$ cat src/rtl/rom_scan_reader.sv
// Sequential reader for 556PT-family PROMs: manual single-word reads or full auto scans with
// ready/valid output. Optional running checksum enabled by ROM_SCAN_READER_CHECKSUM_EN.
module rom_scan_reader #(
    parameter int unsigned DATA_WIDTH    = 8,
    parameter int unsigned ADDRESS_WIDTH = 9,
    parameter int unsigned SETTLE_CYCLES = 4
) (
    input  logic                     clk,
    input  logic                     reset,
    input  logic                     auto_mode,
    input  logic                     start,
    input  logic                     increment_address,
    input  logic                     decrement_address,
    input  logic [DATA_WIDTH-1:0]    data_line_in,
    input  logic                     data_ready,
    output logic [3:0]               operation,
    output logic [ADDRESS_WIDTH-1:0] address_line,
    output logic [DATA_WIDTH-1:0]    data_out,
    output logic                     data_valid,
    output logic                     busy,
    output logic                     scan_done,
    output logic [15:0]              checksum
);

    typedef enum logic [2:0] {
        StIdle,
        StSettle,
        StCapture,
        StHold,
        StAdvance
    } state_e;

    localparam logic [ADDRESS_WIDTH-1:0] AddrOne = ADDRESS_WIDTH'(1);
    localparam logic [ADDRESS_WIDTH-1:0] AddrMax = '1;
    // The cycle in which the address changes is not counted as settled time.
    localparam logic [7:0] SettleLast = 8'(SETTLE_CYCLES);

    state_e                   state_q, state_d;
    logic [ADDRESS_WIDTH-1:0] addr_q, addr_d;
    logic [DATA_WIDTH-1:0]    data_q, data_d;
    logic [7:0]               settle_q, settle_d;
    logic                     auto_q, auto_d;

    always_ff @(posedge clk or posedge reset) begin
        if (reset) begin
            state_q  <= StIdle;
            addr_q   <= '0;
            data_q   <= '0;
            settle_q <= '0;
            auto_q   <= 1'b0;
        end else begin
            state_q  <= state_d;
            addr_q   <= addr_d;
            data_q   <= data_d;
            settle_q <= settle_d;
            auto_q   <= auto_d;
        end
    end

    always_comb begin
        state_d  = state_q;
        addr_d   = addr_q;
        data_d   = data_q;
        settle_d = settle_q;
        auto_d   = auto_q;
        unique case (state_q)
            StIdle: begin
                if (start) begin
                    auto_d   = auto_mode;
                    settle_d = '0;
                    state_d  = StSettle;
                    if (auto_mode) begin
                        addr_d = '0;
                    end
                end else if (increment_address && !decrement_address) begin
                    addr_d = addr_q + AddrOne;
                end else if (decrement_address && !increment_address) begin
                    addr_d = addr_q - AddrOne;
                end
            end
            StSettle: begin
                if (settle_q == SettleLast) begin
                    settle_d = '0;
                    state_d  = StCapture;
                end else begin
                    settle_d = settle_q + 8'd1;
                end
            end
            StCapture: begin
                data_d  = data_line_in;
                state_d = StHold;
            end
            StHold: begin
                if (data_ready) begin
                    state_d = auto_q ? StAdvance : StIdle;
                end
            end
            StAdvance: begin
                if (addr_q == AddrMax) begin
                    addr_d  = '0;
                    state_d = StIdle;
                end else begin
                    addr_d   = addr_q + AddrOne;
                    settle_d = '0;
                    state_d  = StSettle;
                end
            end
            default: state_d = StIdle;
        endcase
    end

    assign operation    = (state_q == StSettle || state_q == StCapture) ? 4'b1100 : 4'b0000;
    assign address_line = addr_q;
    assign data_out     = data_q;
    assign data_valid   = (state_q == StHold);
    assign busy         = (state_q != StIdle);
    assign scan_done    = (state_q == StAdvance) && (addr_q == AddrMax);

`ifdef ROM_SCAN_READER_CHECKSUM_EN
    logic [15:0] sum_q;

    always_ff @(posedge clk or posedge reset) begin
        if (reset) begin
            sum_q <= '0;
        end else if (state_q == StIdle && start) begin
            sum_q <= '0;
        end else if (state_q == StCapture) begin
            sum_q <= sum_q + 16'(data_line_in);
        end
    end

    assign checksum = sum_q;
`else
    assign checksum = 16'h0000;
`endif

endmodule
$ cat config.mk
export PLATFORM = sky130hd
export DESIGN_NAME = rom_scan_reader
export DESIGN_NICKNAME = d
export VERILOG_FILES = /design/src/rtl/rom_scan_reader.sv
export SDC_FILE = /design/constraint.sdc
export NUM_CORES = 1
export LEC_CHECK = 0
export ABC_AREA = 0
export CAP_MARGIN = 5
export CELL_PAD_IN_SITES_DETAIL_PLACEMENT = 0
export CELL_PAD_IN_SITES_GLOBAL_PLACEMENT = 1
export CORE_MARGIN = 2
export CORE_UTILIZATION = 39
export DETAILED_ROUTE_END_ITERATION = 12
export PLACE_DENSITY_LB_ADDON = 0.3
export RECOVER_POWER = 25
export SLEW_MARGIN = 20
export SYNTH_ARGS = -nofsm -noshare
export SYNTH_HDL_FRONTEND = slang
export SYNTH_SLANG_ARGS = --single-unit
$ cat constraint.sdc
create_clock -name clk -period 3.9 [get_ports clk]
set_input_delay 0.585 -clock clk [delete_from_list [all_inputs] [get_ports clk]]
set_output_delay 0.585 -clock clk [all_outputs]
set_load 0.005 [all_outputs]
==> metrics.txt <==
outcome=finished, final reports clean; CTS HTree Levels=2; final setup vio count=0; Total Wirelength=4.39 mm; Hold Buf Count CTS=0; Seq/Total Area, Yosys=36.8%; critical path peak fanout=8; Largest delay share family, worst path=simple AND/OR/NAND/NOR gates; ys async rst share=100%; worst skew pair latency=0.28 ns; Fmax=330 MHz; Lkg Pwr=1.03 nW; Final #Nets=257; core box area=0.00479 mm²; final design area excluding fillers=0.00241 mm²; CP Class=reg -> out; CP max stage cell=clkdlybuf4s50_1; Critical Path AT=2.44 ns; PwrDens=689 mW/mm²; Startpoint Class=flop; most frequent cells after synthesis=dfrtp_1, buf_4, a22o_1, mux2_2; Max stage delay on crit path=0.52 ns; Die Span X=75.1 µm; area post-placement=0.00231 mm²; clock sink count=29; Max Slew Vio Count=0; Flop pwr share=34.8%; dominant cells by area after synthesis=dfrtp_1, buf_4, mux2_2; initial antenna violation count=0; IO Pins=55; Hold WC Path Type=reg -> reg; post_cts resized=0; GRT Overall Usage=16.1%; Cell Area, Synth=0.00197 mm²; CP Data Required Time=3.31 ns; die area=0.00564 mm²; switching pwr=610 µW; post-DR wirelength/cell=14.4 µm; Synth area leader=dfrtp_1; fraction of layout cells with a size suffix above 1=12.2%; Die H=75.1 µm; cell with the most instances after synthesis=dfrtp_1; Initial DRC Count=106; CTS tree=built; Clock Skews=0.00378 ns; Setup Fix Bufs, Post-CTS=0; hpwl dp=3.15 mm; clock network power share=16.8%; worst slew pin tran=0.776 ns; vias per cell=5.26; Int Power=1.05 mW; RSZ-0062 raised after global routing=no; sw frac=36.8%; Peak VDD IR=0.256 mV; clock root cell=clkbuf_8; top cell type's share of synthesized area=36.8%; crit end category=primary output; minimum clock period=3.03 ns; Synth Register Bits=29; GP Congestion=0.852; max_slew headroom=48.2%; setup tns final=0 ns; period utilisation layout=77.7%; Max Cap Violations=0; Ys Warns=0; vias in the first global route=1418; area grow syn2layout=22.2%; Gate power share=48.5%; CTS buffer count=5; Avg Cell Area, Syn=9.71 µm²; drt pass-1 iters=4; CP most frequent cell=ha_1; pin count of the biggest net entering global routing=22; routed vias=1604; initial core utilization=41.2%; Diodes inserted=0; row count=25; Post-Synthesis Cells=203; worst path bufs/invs=1; DRC violations left=0; synth unique cells=52; clk slew on worst S/H paths=0.07 ns; Final Hold Fails=0; IO buf count=36; total grt overflow=0; Post-DRT Antenna Nets=0; CP cell instances=ha_1, nand3_1, nor2_1, and3_1, ha_1, and2_1, clkdlybuf4s50_1; first-pass GRT wire length=6.89 mm; Post-synth top flop=dfrtp_1; number of synthesized flops with an enable pin=0; CTS max path bufs=2
## cell type report
cell class | count | area [µm²]
Sequential cell | 29 | 726
Fill cell | 465 | 2380
Multi-Input combinational cell | 153 | 1080
Inverter | 9 | 33.8
Timing Repair Buffer | 39 | 383
Tap cell | 67 | 83.8
Clock inverter | 1 | 5.00
Clock buffer | 7 | 96.3
## power by group through the flow
stage	Clock (mW)	Combinational (mW)	Sequential, mW
2_1_floorplan	0	0.552	0.515
3_3_place_gp	0	0.804	0.580
3_5_place_dp	0	0.809	0.580
4_1_cts	0.287	0.813	0.575
5_1_grt	0.299	0.887	0.600
6_report	0.278	0.804	0.576
## routing by layer
metal	global-route usage, %	routed length (µm)
met1	22.8	2100
met5	0	0
met4	4.76	49
met3	3.48	274
met2	24.7	1970
## state kept, by name, summed over array words and instances (netlist names)
name,flops
address_line,9
auto_q,1
data_out,8
settle_q,8
state_q,3
## final timing paths
kind	slack, ns	cells after the start	end	from
max in group asynchronous	2.37	3	address_line[2]	reset
hold / removal	0.50	1	auto_q	auto_q
min in group asynchronous	0.89	2	data_out[3]	reset
hold reg to reg	0.50	1	auto_q	auto_q
setup reg to reg	1.25	9	settle_q[5]	address_line[0]
setup / recovery	0.87	7	scan_done	address_line[0]
## cell families after synthesis
logic type	Yosys count	share of synthesized area (%)
flops	29	36.8
mux	17	9.33
fa+ha+maj	5	3.17
xor+xnor	2	0.889
simple gates	70	21.6
compound gates	41	16.4
buf+inv	38	11.6
other cells	1	0.190
## per-stage QoR
step	instances	total power, mW	hold slack [ns]	worst slack, ns	utilization, %
after CTS	305	1.67	0.508	0.846	50.3
after global routing	305	1.79	0.513	0.684	50.3
after global placement	297	1.38	0.483	1.26	48.2
after floorplan	220	1.07	0.471	1.49	-
after detailed placement	297	1.39	0.494	1.18	48.2
final	305	1.66	0.501	0.871	50.3
## worst reg2reg max path: stages (launching register included)
cell,delay (ns)
dfrtp_1,0.46
ha_1,0.27
nand3_1,0.15
nor2_1,0.09
and3_1,0.18
ha_1,0.24
or3b_2,0.45
a21o_1,0.30
a21o_1,0.20
a22o_1,0.21
## cell usage in the layout, fill, tap and decap left out, types with 2 or more instances in the layout
| cell | synthesis | layout |
|---|---|---|
| a21o_1 | 3 | 3 |
| a21oi_1 | 3 | 3 |
| a22o_1 | 11 | 11 |
| and2_1 | 4 | 4 |
| and3_1 | 6 | 6 |
| buf_4 | 20 | 3 |
| clkbuf_8 | 0 | 7 |
| clkdlybuf4s50_1 | 0 | 35 |
| conb_1 | 1 | 18 |
| dfrtp_1 | 29 | 29 |
| ha_1 | 5 | 5 |
| inv_1 | 9 | 9 |
| mux2_2 | 11 | 11 |
| mux2i_1 | 6 | 6 |
| nand2_1 | 8 | 8 |
| nand3_1 | 8 | 8 |
| nand4_1 | 3 | 3 |
| nor2_1 | 9 | 9 |
| nor2b_1 | 2 | 2 |
| nor3_1 | 5 | 5 |
| nor3b_1 | 6 | 6 |
| nor4_1 | 3 | 3 |
| nor4b_1 | 2 | 2 |
| o21ai_0 | 7 | 7 |
| o221ai_1 | 3 | 3 |
| or3_1 | 2 | 2 |
| or3b_2 | 2 | 2 |
| or4_1 | 3 | 3 |
Power figures use the tool's default switching activity.
